$ cat config.mk
export PLATFORM = sky130hd
export DESIGN_NAME = serial_echo_prober
export DESIGN_NICKNAME = d
export VERILOG_FILES = /design/src/rtl/serial_pkg.sv /design/src/rtl/serial_8e1_rx.sv /design/src/rtl/serial_echo_prober.sv
export SDC_FILE = /design/constraint.sdc
export NUM_CORES = 1
export LEC_CHECK = 0
export ABC_AREA = 1
export BUFFER_PORTS_ARGS = -buffer_cell sky130_fd_sc_hd__buf_2
export CAP_MARGIN = 20
export CORE_MARGIN = 2
export CORE_UTILIZATION = 50
export CTS_BUF_LIST = sky130_fd_sc_hd__clkbuf_4
export DETAILED_ROUTE_END_ITERATION = 10
export GPL_TIMING_DRIVEN = 0
export HOLD_SLACK_MARGIN = 0.03
export PLACE_DENSITY = 0.69
export SLEW_MARGIN = 20
export SYNTH_ARGS = -nofsm -noshare
export SYNTH_HDL_FRONTEND = slang
export SYNTH_SLANG_ARGS = --single-unit
$ cat constraint.sdc
create_clock -name clk -period 5.15 [get_ports clk]
set_input_delay 0.515 -clock clk [delete_from_list [all_inputs] [get_ports clk]]
set_output_delay 0.515 -clock clk [all_outputs]
set_load 0.02 [all_outputs]
$ cat src/rtl/serial_pkg.sv
// Shared definitions for the serial echo prober: FSM encodings, 8E1 frame
// constants and small helpers used by both the transmitter and the receiver.
package serial_pkg;

  typedef enum logic [2:0] {
    ST_IDLE      = 3'd0,
    ST_SEND      = 3'd1,
    ST_WAIT_ECHO = 3'd2,
    ST_CHECK     = 3'd3,
    ST_DONE      = 3'd4
  } prober_state_e;

  typedef enum logic [1:0] {
    RX_IDLE  = 2'd0,
    RX_START = 2'd1,
    RX_BITS  = 2'd2
  } rx_state_e;

  localparam int   FRAME_BITS  = 11;
  localparam logic PARITY_EVEN = 1'b1;

  // Frame as shifted out LSB first: start, data[0..7], parity, stop.
  function automatic logic [FRAME_BITS-1:0] make_frame(input logic [7:0] b);
    return {1'b1, (^b) ^ ~PARITY_EVEN, b, 1'b0};
  endfunction

  function automatic logic [15:0] sat_add(input logic [15:0] a, input logic [1:0] n);
    logic [16:0] s;
    s = {1'b0, a} + {15'd0, n};
    return s[16] ? 16'hFFFF : s[15:0];
  endfunction

endpackage

$ cat src/rtl/serial_8e1_rx.sv
// 8E1 receiver: 2-FF synchronizer, mid-bit sampler with start-glitch rejection,
// parity and stop-bit checks. rx_valid pulses for one cycle per received frame.
module serial_8e1_rx
  import serial_pkg::*;
#(
  parameter int CLK_TICKS_PER_BIT = 434
) (
  input  logic       clk,
  input  logic       rst,
  input  logic       rx,
  output logic [7:0] rx_data,
  output logic       rx_valid,
  output logic       parity_err,
  output logic       frame_err,
  output logic [1:0] rx_state
);

  localparam int             CW        = $clog2(CLK_TICKS_PER_BIT);
  localparam logic [CW-1:0]  CNT_LAST  = CW'(CLK_TICKS_PER_BIT - 1);
  localparam logic [CW-1:0]  HALF_LAST = CW'(CLK_TICKS_PER_BIT / 2 - 1);

  rx_state_e     state_q, state_d;
  logic          rx_s1_q, rx_s2_q, rx_prev_q;
  logic [CW-1:0] cnt_q, cnt_d;
  logic [3:0]    nbits_q, nbits_d;
  logic [8:0]    sh_q, sh_d;
  logic [7:0]    data_q, data_d;
  logic          valid_q, valid_d;
  logic          perr_q, perr_d;
  logic          ferr_q, ferr_d;
  logic [9:0]    full;

  // Bits 0..8 already shifted in, the stop bit is the live sample.
  assign full = {rx_s2_q, sh_q};

  always_comb begin
    state_d = state_q;
    cnt_d   = cnt_q;
    nbits_d = nbits_q;
    sh_d    = sh_q;
    data_d  = data_q;
    valid_d = 1'b0;
    perr_d  = perr_q;
    ferr_d  = ferr_q;
    unique case (state_q)
      RX_IDLE: begin
        if (rx_prev_q && !rx_s2_q) begin
          state_d = RX_START;
          cnt_d   = '0;
        end
      end
      RX_START: begin
        if (cnt_q == HALF_LAST) begin
          cnt_d   = '0;
          nbits_d = '0;
          state_d = rx_s2_q ? RX_IDLE : RX_BITS;
        end else begin
          cnt_d = cnt_q + CW'(1);
        end
      end
      RX_BITS: begin
        if (cnt_q == CNT_LAST) begin
          cnt_d = '0;
          sh_d  = {rx_s2_q, sh_q[8:1]};
          if (nbits_q == 4'd9) begin
            valid_d = 1'b1;
            data_d  = full[7:0];
            perr_d  = (^full[8:0]) ^ ~PARITY_EVEN;
            ferr_d  = ~full[9];
            state_d = RX_IDLE;
          end else begin
            nbits_d = nbits_q + 4'd1;
          end
        end else begin
          cnt_d = cnt_q + CW'(1);
        end
      end
      default: state_d = RX_IDLE;
    endcase
  end

  always_ff @(posedge clk or posedge rst) begin
    if (rst) begin
      state_q   <= RX_IDLE;
      rx_s1_q   <= 1'b1;
      rx_s2_q   <= 1'b1;
      rx_prev_q <= 1'b1;
      cnt_q     <= '0;
      nbits_q   <= '0;
      sh_q      <= '0;
      data_q    <= '0;
      valid_q   <= 1'b0;
      perr_q    <= 1'b0;
      ferr_q    <= 1'b0;
    end else begin
      state_q   <= state_d;
      rx_s1_q   <= rx;
      rx_s2_q   <= rx_s1_q;
      rx_prev_q <= rx_s2_q;
      cnt_q     <= cnt_d;
      nbits_q   <= nbits_d;
      sh_q      <= sh_d;
      data_q    <= data_d;
      valid_q   <= valid_d;
      perr_q    <= perr_d;
      ferr_q    <= ferr_d;
    end
  end

  assign rx_data    = data_q;
  assign rx_valid   = valid_q;
  assign parity_err = perr_q;
  assign frame_err  = ferr_q;
  assign rx_state   = state_q;

endmodule

$ cat src/rtl/serial_echo_prober.sv
// Echo test master: sends NUM_BYTES 8E1 frames starting at START_BYTE and
// expects each reply to be byte+1, counting errors and timeouts.
module serial_echo_prober
  import serial_pkg::*;
#(
  parameter int         CLK_TICKS_PER_BIT = 434,
  parameter logic [7:0] START_BYTE        = 8'h00,
  parameter int         NUM_BYTES         = 256,
  parameter int         TIMEOUT_CYCLES    = 500000
) (
  input  logic        clk,
  input  logic        rst,
  input  logic        start,
  input  logic        rx,
  output logic        tx,
  output logic        busy,
  output logic        done,
  output logic        pass,
  output logic [15:0] sent_count,
  output logic [15:0] err_count,
  output logic [15:0] timeout_count,
  output logic [7:0]  last_rx,
  output logic [2:0]  dbg_state,
  output logic [1:0]  dbg_rx_state
);

  localparam int               TW         = $clog2(CLK_TICKS_PER_BIT);
  localparam logic [TW-1:0]    TICK_LAST  = TW'(CLK_TICKS_PER_BIT - 1);
  localparam logic [3:0]       BIT_LAST   = 4'(FRAME_BITS - 1);
  localparam int               TMW        = $clog2(TIMEOUT_CYCLES + 1);
  localparam logic [TMW-1:0]   TIMER_LAST = TMW'(TIMEOUT_CYCLES - 1);
  localparam logic [15:0]      NUM_TARGET = 16'(NUM_BYTES);

  prober_state_e         state_q, state_d;
  logic [FRAME_BITS-1:0] frame_q, frame_d;
  logic [TW-1:0]         tick_q, tick_d;
  logic [3:0]            bit_q, bit_d;
  logic [TMW-1:0]        timer_q, timer_d;
  logic [7:0]            cur_q, cur_d, cur_inc;
  logic [15:0]           sent_q, sent_d, err_q, err_d, to_q, to_d;
  logic [7:0]            last_rx_q, last_rx_d;
  logic                  perr_q, perr_d, ferr_q, ferr_d;
  logic                  advance, busy_w;
  logic [1:0]            err_inc;

  logic [7:0] rx_data;
  logic       rx_valid, parity_err, frame_err;

  serial_8e1_rx #(
    .CLK_TICKS_PER_BIT(CLK_TICKS_PER_BIT)
  ) u_rx (
    .clk       (clk),
    .rst       (rst),
    .rx        (rx),
    .rx_data   (rx_data),
    .rx_valid  (rx_valid),
    .parity_err(parity_err),
    .frame_err (frame_err),
    .rx_state  (dbg_rx_state)
  );

  assign cur_inc = cur_q + 8'd1;
  assign busy_w  = (state_q == ST_SEND) || (state_q == ST_WAIT_ECHO) || (state_q == ST_CHECK);

  always_comb begin
    state_d   = state_q;
    frame_d   = frame_q;
    tick_d    = tick_q;
    bit_d     = bit_q;
    timer_d   = timer_q;
    cur_d     = cur_q;
    sent_d    = sent_q;
    err_d     = err_q;
    to_d      = to_q;
    last_rx_d = last_rx_q;
    perr_d    = perr_q;
    ferr_d    = ferr_q;
    advance   = 1'b0;
    err_inc   = 2'd0;
    unique case (state_q)
      ST_IDLE, ST_DONE: begin
        if (start) begin
          state_d = ST_SEND;
          cur_d   = START_BYTE;
          frame_d = make_frame(START_BYTE);
          tick_d  = '0;
          bit_d   = '0;
          sent_d  = '0;
          err_d   = '0;
          to_d    = '0;
        end
      end
      ST_SEND: begin
        if (tick_q == TICK_LAST) begin
          tick_d = '0;
          if (bit_q == BIT_LAST) begin
            state_d = ST_WAIT_ECHO;
            timer_d = '0;
          end else begin
            bit_d   = bit_q + 4'd1;
            frame_d = {1'b1, frame_q[FRAME_BITS-1:1]};
          end
        end else begin
          tick_d = tick_q + TW'(1);
        end
      end
      ST_WAIT_ECHO: begin
        if (rx_valid) begin
          last_rx_d = rx_data;
          perr_d    = parity_err;
          ferr_d    = frame_err;
          state_d   = ST_CHECK;
        end else if (timer_q == TIMER_LAST) begin
          to_d    = sat_add(to_q, 2'd1);
          advance = 1'b1;
        end else begin
          timer_d = timer_q + TMW'(1);
        end
      end
      ST_CHECK: begin
        if ((last_rx_q != cur_inc) || perr_q || ferr_q) err_inc = 2'd1;
        advance = 1'b1;
      end
      default: state_d = ST_IDLE;
    endcase

    // A reply arriving while we are not waiting for one is discarded as an error.
    if (rx_valid && busy_w && (state_q != ST_WAIT_ECHO)) err_inc = err_inc + 2'd1;
    if (err_inc != 2'd0) err_d = sat_add(err_q, err_inc);

    if (advance) begin
      sent_d = sat_add(sent_q, 2'd1);
      cur_d  = cur_inc;
      if (sent_d == NUM_TARGET) begin
        state_d = ST_DONE;
      end else begin
        state_d = ST_SEND;
        frame_d = make_frame(cur_inc);
        tick_d  = '0;
        bit_d   = '0;
      end
    end
  end

  always_ff @(posedge clk or posedge rst) begin
    if (rst) begin
      state_q   <= ST_IDLE;
      frame_q   <= '1;
      tick_q    <= '0;
      bit_q     <= '0;
      timer_q   <= '0;
      cur_q     <= '0;
      sent_q    <= '0;
      err_q     <= '0;
      to_q      <= '0;
      last_rx_q <= '0;
      perr_q    <= 1'b0;
      ferr_q    <= 1'b0;
    end else begin
      state_q   <= state_d;
      frame_q   <= frame_d;
      tick_q    <= tick_d;
      bit_q     <= bit_d;
      timer_q   <= timer_d;
      cur_q     <= cur_d;
      sent_q    <= sent_d;
      err_q     <= err_d;
      to_q      <= to_d;
      last_rx_q <= last_rx_d;
      perr_q    <= perr_d;
      ferr_q    <= ferr_d;
    end
  end

  assign tx            = frame_q[0];
  assign busy          = busy_w;
  assign done          = (state_q == ST_DONE);
  assign pass          = (state_q == ST_DONE) && (err_q == 16'd0) && (to_q == 16'd0);
  assign sent_count    = sent_q;
  assign err_count     = err_q;
  assign timeout_count = to_q;
  assign last_rx       = last_rx_q;
  assign dbg_state     = state_q;

endmodule

Yosys cells after proc, flatten, opt, wreduce, memory -nomap -nowiden
Cells that the tools add are included.

$add $sub $neg: 10. Equal/unequal tests: 31. Muxes and demuxes: 65. Bitwise gates (word level): 1. Reductions and logical operators: 37.

Operators with widths (number): $mux 16 (9); $mux 19 (4); $mux 9 (7); $mux 11 (5); $pmux 19 s2 (1); $add 16x1->17 const B (2); $logic_not 16->1 (2); $mux 4 (8); $pmux 16 s2 (1); $pmux 9 s3 (1); $mux 8 (3); $pmux 11 s2 (1); $add 19x1->19 const B (1); $eq 19x19->1 const B (1); $add 9x1->9 const B (2); $eq 9x9->1 const B (2); $mux 3 (6); $pmux 9 s2 (1); $add 16x2->17 (1); $eq 16x9->1 const B (1); $pmux 4 s2 (2); $reduce_bool 2->1 (8); $ne 2x1->1 const B (7); $mux 2 (6); other kinds (32) (62).

Register bits: 150. Input port bits: 4. Output and inout port bits: 65. Word-level logic and storage cells: 167.

Depth between registers and ports, before layout
Gate-level depths: netlist of the first run.

Word-level depth: 11. Depth in mapped cells: 23. Gate-level depth less buffers: 23.

Modules after synthesis
A second synthesis of the first run with hierarchy kept.

Cell total of the unflattened synthesis: 1174. Area total of the unflattened synthesis: 9053.7 um2.

By module, submodules not included: serial_echo_prober (instances 1, cells each 923, area each 7005.5 um2, seq. area each 2816.5 um2); serial_8e1_rx (instances 1, cells each 251, area each 2048.2 um2, seq. area each 954.7 um2).

Least setup slack after synthesis of the first run
No wires, ideal clock.

Kind: register -> register. Start: register cur_q[1]. End: register err_q[7] (netlist: err_count[7]). Library setup time: 83 ps. Data arrival time: 3363 ps. Required time: 5067 ps. Setup slack: 1705 ps. Stages on the path, launching flop included: 22. Buffers on the path: 0. Clock period less this slack: 3445 ps. Path through: dfrtp_1 ha_1 nand4_1 nor2_1 xor2_1 xor2_1 nand4_1 nand2_1 inv_1 ha_1 ha_1 inv_1 fa_1 nor2_1 nand4_1 nor2_1 inv_1 nor2_1 nand2_1 o21ai_0 a21oi_1 o21ai_0.

Word-level cells in the longest chain between the ends: 11. Elaborated cells on any way between the ends: 15. Those cells by class: add/sub: 3; eq/ne: 1; mux: 5; reduce/logical: 6.

RTL lines: from (decl) (RTL line serial_echo_prober.sv:39) `logic [7:0] cur_q, cur_d, cur_inc;`; from (signal assigned) (RTL line serial_echo_prober.sv:165) `cur_q <= cur_d;`; $add 8x1->8 * (RTL line serial_echo_prober.sv:62) `assign cur_inc = cur_q + 8'd1;`; $ne 8x8->1 * (RTL line serial_echo_prober.sv:121) `if ((last_rx_q != cur_inc) || perr_q || ferr_q) err_inc = 2'd1;`; $logic_or 1x1->1 * (2 in a row) (RTL line serial_echo_prober.sv:121); $mux 1 * (RTL line serial_echo_prober.sv:121); $mux 1 * (RTL line serial_echo_prober.sv:80) `unique case (state_q)`; $add 2x1->2 (RTL line serial_echo_prober.sv:128) `if (rx_valid && busy_w && (state_q != ST_WAIT_ECHO)) err_inc = err_inc + 2'd1;`; $mux 2 * (RTL line serial_echo_prober.sv:128); $add 16x2->17 or $reduce_bool 2->1 (tied branches) (RTL line serial_pkg.sv:29, serial_echo_prober.sv:129); $mux 16 or $reduce_bool 2->1 (tied branches); $mux 16 or $reduce_and 2->1 (tied branches); to (signal assigned) (RTL line serial_echo_prober.sv:167) `err_q <= err_d;`; to (decl) (RTL line serial_echo_prober.sv:40) `logic [15:0] sent_q, sent_d, err_q, err_d, to_q, to_d;`.

Mark *: on every way between the ends. The rest lies on a longest branch, timed or not. A chain may end at the register's enable or synchronous reset.

Worst setup path after layout of the first run
Start: register cur_q[0]. End: register err_q[7] (netlist: err_count[7]).

The elaborated chain is that of the path after synthesis.

==> impl_metrics.tcl, run 1 <==
set metrics [dict create \
    timing.rr.start "cur_q[0]$_DFFE_PP0P_" \
    ctsResizeCount 0 \
    hold_depth 0 \
    vias 7667 \
    min_path_type "reg2reg" \
    switching_share 0.404 \
    cts_sinks 150 \
    syn_nets 1157 \
    maxSlewHeadroom 0.438 \
    final_common_cell "nand2_1" \
    fin_cells 1459 \
    synth.area.top_cells "dfrtp_1, nand2_1, inv_1" \
    drv_slew 0 \
    synth_top_area_share 0.390 \
    clock_latency_ns 0.57 \
    regToRegSetupSlack_ns 0.93 \
    syn_to_final_growth_pct 10.7 \
    avgViaCountPerCell 5.25 \
    min_to "u_rx.rx_s2_q$_DFF_PP1_" \
    drt_pass1_iterations 5 \
    netlist_area_mm2 0.00873 \
    drt_iter0_markers 405 \
    grt_pass1_vias 7146 \
    rsz0062_at_grt "false" \
    drtAntennaViolNets 0 \
    synth_async_sr_flop_share 1.00 \
    placed_cell_area_mm2 0.00939 \
    dieArea_mm2 0.0185 \
    fin_crit_sh 0.820 \
    yosys.cell_types.count 53 \
    p_total_mw 3.17 \
    nNetsFinal 1247 \
    power_density_mw_per_mm2 328 \
    clock_skew_ns 0.0175 \
    synth-edff-count 0 \
    period_needed_ns 4.22 \
    synth.largest_area_cell "dfrtp_1" \
    cp.required_ns 5.63 \
    final_cell_mix "nand2_1, inv_1, dfrtp_1, nor2_1, o21ai_0" \
    portBuffers 68 \
    cp-end-kind "register" \
    cp_slowest_cell "fa_1" \
    synthFlopType "dfrtp_1" \
    cp_max_fo 8 \
    cts_buffer_depth 2 \
    dp.cells 1424 \
    cp_slowest_stage_delay_ns 0.40 \
    routedWlPerCell_um 13.8 \
    p_clk_frac 0.222 \
    p_comb_frac 0.349 \
    grt_use_total 0.225 \
    rr_worst_depth 22 \
    cts_made_buffers 17 \
    yosysSeqAreaShare 0.432 \
    tns_ns 0 \
    path_clk_slew_ns 0.12 \
    crit_top_cell "nor2_1" \
    clock-root-buffer "clkbuf_4" \
    holdCritStartpoint "u_rx.rx_s1_q$_DFF_PP1_" \
    initial_core_util 0.508 \
    layout-drive-gt1-share 0.130 \
    net-switching-power_mw 1.28 \
    gp_congestion 0.927 \
    synth.avg_cell_area_um2 7.73 \
    die_h_um 136 \
    synth-seq-cells 150 \
    worstSetupPathType "reg2reg" \
    drt_wl_total_um 20100 \
    critPathArrivalTime_ns 4.70 \
    outcome "completed" \
    p_int_mw 1.89 \
    h-tree-depth 4 \
    tightest_slew_ns 0.837 \
    p_seq_frac 0.429 \
    io_pins 69 \
    startpoint_type "register" \
    fin_hold_ws_ns 0.367 \
    worstPathCellList "clkbuf_1 -> nand4_1 -> nor2_1 -> nand3_1 -> nand2_1 -> xor2_1 -> nand4_1 -> nand2_1 -> inv_1 -> ha_1 -> ha_1 -> inv_1 -> fa_1 -> nor2_1 -> nand4_1 -> nor2_1 -> inv_1 -> nor2_1 -> nand2_1 -> o21ai_0 -> a21oi_1 -> o21ai_0" \
    post-route-util 0.563 \
    synth_warnings 0 \
    grt_max_degree 79 \
    setup_ws_ns 0.927 \
    hold_viol_final 0 \
    num_rows 48 \
    grt_pass1_wl_um 33500 \
    fmax_mhz 237 \
    fp.dieW_um 136 \
    place_hpwl_um 14900 \
    syn_inst 1130 \
    p_leak_nw 4.72 \
    dp_slack_ns 0.957 \
    r2r-end "err_count[7]$_DFFE_PP0P_" \
    vdd_ir_drop_max_mv 0.153 \
    grt.overflow.total 0 \
    cap_viol_max_count 0 \
    setup_violations 0 \
    antenna_found_initial 1 \
    drc 0 \
    core_area_mm2 0.0172 \
    final_area_mm2 0.00967 \
    cts_tree "built" \
]
worst max-delay path: cells and delay by family (launching register included):
kind	cells	cell delay [ns]
adders and majority gates	3	0.84
buffers and inverters	4	0.46
AOI/OAI and AO/OA	3	0.38
and+or+nand+nor	11	1.93
DFF	1	0.37
xor gates and xnor gates	1	0.16
power groups by stage:
| stage | combinational [mW] | sequential [mW] | clock (mW) |
|---|---|---|---|
| after floorplan | 0.774 | 1.40 | 0 |
| after global placement | 1.09 | 1.38 | 0 |
| after detailed placement | 1.11 | 1.38 | 0 |
| after CTS | 1.12 | 1.36 | 0.731 |
| after global routing | 1.25 | 1.37 | 0.779 |
| final | 1.11 | 1.36 | 0.703 |
Yosys cell counts, types with 3 or more instances:
cell / number
a211oi_1: 3
a21oi_1: 28
a22oi_1: 7
buf_2: 10
buf_4: 4
clkbuf_1: 9
dfrtp_1: 136
dfstp_2: 14
ha_1: 22
inv_1: 168
inv_2: 3
nand2_1: 252
nand3_1: 69
nand3_2: 4
nand4_1: 28
nor2_1: 108
nor2_2: 4
nor3_1: 20
nor4_1: 9
o21ai_0: 96
o21ai_1: 3
o22ai_1: 29
o22ai_2: 10
o31ai_1: 10
or2_2: 3
xnor2_1: 11
xor2_1: 38
state kept, by name, summed over array words and instances (netlist names), 2 cells and up:
| register | count |
|---|---|
| u_rx.rx_state | 2 |
| cur_q | 8 |
| err_count | 16 |
| timer_q | 19 |
| u_rx.sh_q | 9 |
| u_rx.nbits_q | 4 |
| last_rx | 8 |
| frame_q | 11 |
| tick_q | 9 |
| u_rx.cnt_q | 9 |
| timeout_count | 16 |
| sent_count | 16 |
| dbg_state | 3 |
| bit_q | 4 |
| u_rx.rx_data | 8 |
kinds of logic (layout without fill, tap and decap cells):
kind of cell / Yosys count / count (layout) / share of synthesized area
flops: 150 / 150 / 0.432
simple gates: 508 / 508 / 0.254
other cells: 0 / 1 / 0
fa+ha+maj: 23 / 23 / 0.0338
compound gates: 200 / 200 / 0.139
xor+xnor: 49 / 49 / 0.0492
mux: 3 / 3 / 0.00373
buf+inv: 197 / 300 / 0.0891
what timing repair did:
action,4_1_cts,5_1_grt
endpoints found under the setup margin,0,0
buffers inserted,0,0
hold buffers,2,0
hold endpoints to repair,64,0
metal layers:
metal  track usage  vias up  part of all wire
li1              -     3893                 -
met1         0.306     3597              0.47
met2         0.367      157              0.47
met3        0.0440       20             0.043
met4        0.0631        0             0.013
met5             0        -                 0
layout make-up:
| type | instances | area [um2] |
|---|---|---|
| Multi-Input combinational cell | 783 | 4180 |
| Clock buffer | 19 | 143 |
| Antenna cell | 1 | 2.50 |
| Fill cell | 1644 | 7510 |
| Inverter | 172 | 656 |
| Clock inverter | 13 | 114 |
| Sequential cell | 150 | 3770 |
| Buffer | 25 | 130 |
| Timing Repair Buffer | 71 | 388 |
| Tap cell | 225 | 282 |
worst max path at each step:
stage          cells past startpoint  slack (ns)                         to                 start
5_1_grt                           22        0.46   err_count[7]$_DFFE_PP0P_  cur_q[0]$_DFFE_PP0P_
3_3_place_gp                       2       -1.27  u_rx.cnt_q[2]$_DFFE_PP0P_                   rst
2_1_floorplan                      1        0.62         bit_q[0]$_DFF_PP0_                   rst
3_5_place_dp                      22        0.96   err_count[7]$_DFFE_PP0P_  cur_q[0]$_DFFE_PP0P_
6_report                          22        0.93   err_count[7]$_DFFE_PP0P_  cur_q[0]$_DFFE_PP0P_
4_1_cts                           22        0.92   err_count[7]$_DFFE_PP0P_  cur_q[0]$_DFFE_PP0P_
(Power assumes the default switching activity.)
==> inputs of run 2 (changes only) <==
--- a/config.mk
+++ b/config.mk
@@ -5,7 +5,7 @@
 export SDC_FILE = /design/constraint.sdc
 export NUM_CORES = 1
 export LEC_CHECK = 0
-export ABC_AREA = 1
+export ABC_AREA = 0
 export BUFFER_PORTS_ARGS = -buffer_cell sky130_fd_sc_hd__buf_2
 export CAP_MARGIN = 20
 export CORE_MARGIN = 2
@@ -14,7 +14,7 @@
 export DETAILED_ROUTE_END_ITERATION = 10
 export GPL_TIMING_DRIVEN = 0
 export HOLD_SLACK_MARGIN = 0.03
-export PLACE_DENSITY = 0.69
+export PLACE_DENSITY = 0.7
 export SLEW_MARGIN = 20
 export SYNTH_ARGS = -nofsm -noshare
 export SYNTH_HDL_FRONTEND = slang
==> constraint.sdc (replaced) <==
create_clock -name clk -period 4.4 [get_ports clk]
set_input_delay 0.44 -clock clk [delete_from_list [all_inputs] [get_ports clk]]
set_output_delay 0.44 -clock clk [all_outputs]
set_load 0.02 [all_outputs]
==> impl_metrics.tcl, run 2 <==
set metrics [dict create \
    grt_use_total 0.228 \
    synth-seq-cells 150 \
    period_needed_ns 4.14 \
    clock_latency_ns 0.59 \
    drt_iter0_markers 491 \
    antenna_found_initial 1 \
    synth.avg_cell_area_um2 9.32 \
    largest_register_ffs 19 \
    fin_cells 1240 \
    io_pins 69 \
    drt_wl_total_um 19900 \
    synth_async_sr_flop_share 1.00 \
    critPathArrivalTime_ns 4.65 \
    post-route-util 0.581 \
    met3_length_um 833 \
    initial_core_util 0.510 \
    avgViaCountPerCell 5.84 \
    clock-root-buffer "clkbuf_4" \
    cts_tree "built" \
    syn_inst 905 \
    vias 7244 \
    synth_warnings 0 \
    hold_viol_final 0 \
    place_hpwl_um 14000 \
    gp_congestion 0.863 \
    nNetsFinal 1033 \
    maxSlewHeadroom 0.213 \
    grt_pass1_vias 6717 \
    cp_slowest_cell "fa_1" \
    outcome "completed" \
    vdd_ir_drop_max_mv 0.309 \
    worstSetupPathType "reg2reg" \
    cts_made_buffers 17 \
    p_leak_nw 4.26 \
    route.met2.wl_um 9540 \
    core_area_mm2 0.0165 \
    worstPathCellList "ha_1 -> and3_2 -> nand3_1 -> xor2_2 -> xor2_1 -> nand2_1 -> o31a_1 -> ha_1 -> ha_1 -> inv_1 -> fa_1 -> nand4b_1 -> nor4_4 -> nand4_1 -> clkbuf_4 -> o21a_1 -> o22ai_1" \
    synthFlopType "dfrtp_1" \
    fill_cells 1498 \
    grt_pass1_wl_um 33200 \
    yosys.cell_types.count 65 \
    ys_top_cells_by_count "dfrtp_1, a21oi_1, nand2_1, o21ai_0, nor2_1" \
    synth.largest_area_cell "dfrtp_1" \
    grt.overflow.total 0 \
    synth.area.top_cells "dfrtp_1, dfstp_2, a21oi_1" \
    cp_slowest_stage_delay_ns 0.43 \
    h-tree-depth 4 \
    drtAntennaViolNets 0 \
    yosysSeqAreaShare 0.447 \
    tightest_slew_ns 1.17 \
    min_path_type "in2reg" \
    layout-drive-gt1-share 0.176 \
    clock_skew_ns 0.0215 \
    cts_buffer_depth 2 \
    drt_pass1_iterations 6 \
    final_cell_mix "dfrtp_1, nand2_1, a21oi_1, buf_2, o21ai_0" \
    synth-edff-count 0 \
    path_clk_slew_ns 0.14 \
    crit_buf_inv 2 \
    tns_ns 0 \
    cts_sinks 150 \
    synth_top_area_share 0.404 \
    netlist_area_mm2 0.00843 \
    dieArea_mm2 0.0179 \
    cap_viol_max_count 0 \
    portBuffers 68 \
    maxUsedRoutingLayer "met4" \
    cp_max_fo 10 \
    cp.required_ns 4.91 \
    power_density_mw_per_mm2 437 \
    crit_top_cell "ha_1" \
    routedWlPerCell_um 16.0 \
    fmax_mhz 241 \
    num_rows 47 \
    crit_family "simple AND/OR/NAND/NOR gates" \
    syn_nets 932 \
    setup_violations 0 \
    yosysMostFrequentCell "dfrtp_1" \
    drv_slew 0 \
    startpoint_type "register" \
    die_h_um 134 \
    top_register "timer_q" \
    final_common_cell "dfrtp_1" \
    fin_hold_ws_ns 0.0768 \
    fin_crit_sh 0.942 \
    fp.dieW_um 134 \
    drc 0 \
    p_total_mw 4.20 \
    dp.cells 1198 \
    syn_to_final_growth_pct 13.8 \
    cp-end-kind "register" \
    drt-met1-wl_um 9190 \
    grt_max_degree 34 \
]
-- run 2: cell types whose count changed after synthesis, moves of 14 or more --
cell,change
mux2_2,+27
o21ai_0,-28
xor2_1,-25
nand2b_1,+14
and3_1,+25
clkbuf_1,+29
mux2i_1,+14
o22ai_1,-24
nand2_1,-179
nand3_1,-27
inv_1,-137
a21oi_1,+45
xnor2_1,+14
nor2_1,-43
-- run 2: metrics by stage --
stage,cell area (um2),worst slack (ns)
after floorplan,8440,0.486
after global placement,9050,-0.252
after detailed placement,9160,-0.329
after CTS,9530,0.0629
after global routing,9600,-0.0161
final,9600,0.257
-- run 2: final timing paths --
kind                                       endpoint                    from  cells after the start  slack [ns]
hold reg to reg              u_rx.rx_s2_q$_DFF_PP1_  u_rx.rx_s1_q$_DFF_PP1_                      0        0.37
setup / recovery           err_count[5]$_DFFE_PP0P_    cur_q[0]$_DFFE_PP0P_                     17        0.26
hold / removal             dbg_state[2]$_DFFE_PP0P_                   start                      2        0.08
max in group asynchronous      frame_q[6]$_DFF_PP1_                     rst                      5        3.31
setup reg to reg           err_count[5]$_DFFE_PP0P_    cur_q[0]$_DFFE_PP0P_                     17        0.26
min in group asynchronous       tick_q[0]$_DFF_PP0_                     rst                      3        0.35
-- run 2: cell type report --
class / count / area (um2) / area share
diodes: 1 / 2.50 / 0.000261
plain buffers: 44 / 174 / 0.0181
well taps: 220 / 275 / 0.0287
clock inverters: 15 / 199 / 0.0207
multi-input cells: 680 / 4410 / 0.459
clock buffers: 17 / 128 / 0.0133
repair buffers: 82 / 520 / 0.0542
flip-flops and latches: 150 / 3770 / 0.393
inverters: 31 / 120 / 0.0125
-- run 2: report_power, final --
| part | switching, mW | total [mW] | internal [mW] | leakage [nW] |
|---|---|---|---|---|
| Clock | 0.560 | 0.970 | 0.410 | 0.168 |
| Sequential | 0.155 | 1.68 | 1.53 | 2.02 |
| Combinational | 0.988 | 1.54 | 0.556 | 2.07 |
| Total | 1.70 | 4.20 | 2.49 | 4.26 |
-- run 2: timing repair --
action	4_1_cts	5_1_grt
gates cloned	0	0
endpoints found under the hold margin	9	0
hold buffers	2	0
pin swaps	0	3
setup endpoints to repair	12	11
resized for setup	3	7
setup buffers	1	6
-- run 2: kinds of logic (layout without fill, tap and decap cells) --
family / count (synthesis) / after routing / synth area share
and+or+nand+nor: 336 / 336 / 0.210
DFF: 150 / 150 / 0.447
other: 0 / 1 / 0
muxes: 45 / 45 / 0.0583
AOI/OAI and AO/OA: 238 / 238 / 0.176
xor gates and xnor gates: 38 / 38 / 0.0395
adders and majority gates: 23 / 23 / 0.0350
buffers and inverters: 75 / 189 / 0.0340
-- run 2: per-layer routing --
| layer | up-vias | track usage |
|---|---|---|
| met5 | - | 0 |
| met4 | 0 | 0.0751 |
| met3 | 30 | 0.0416 |
| met2 | 160 | 0.363 |
| met1 | 3506 | 0.316 |
| li1 | 3548 | - |
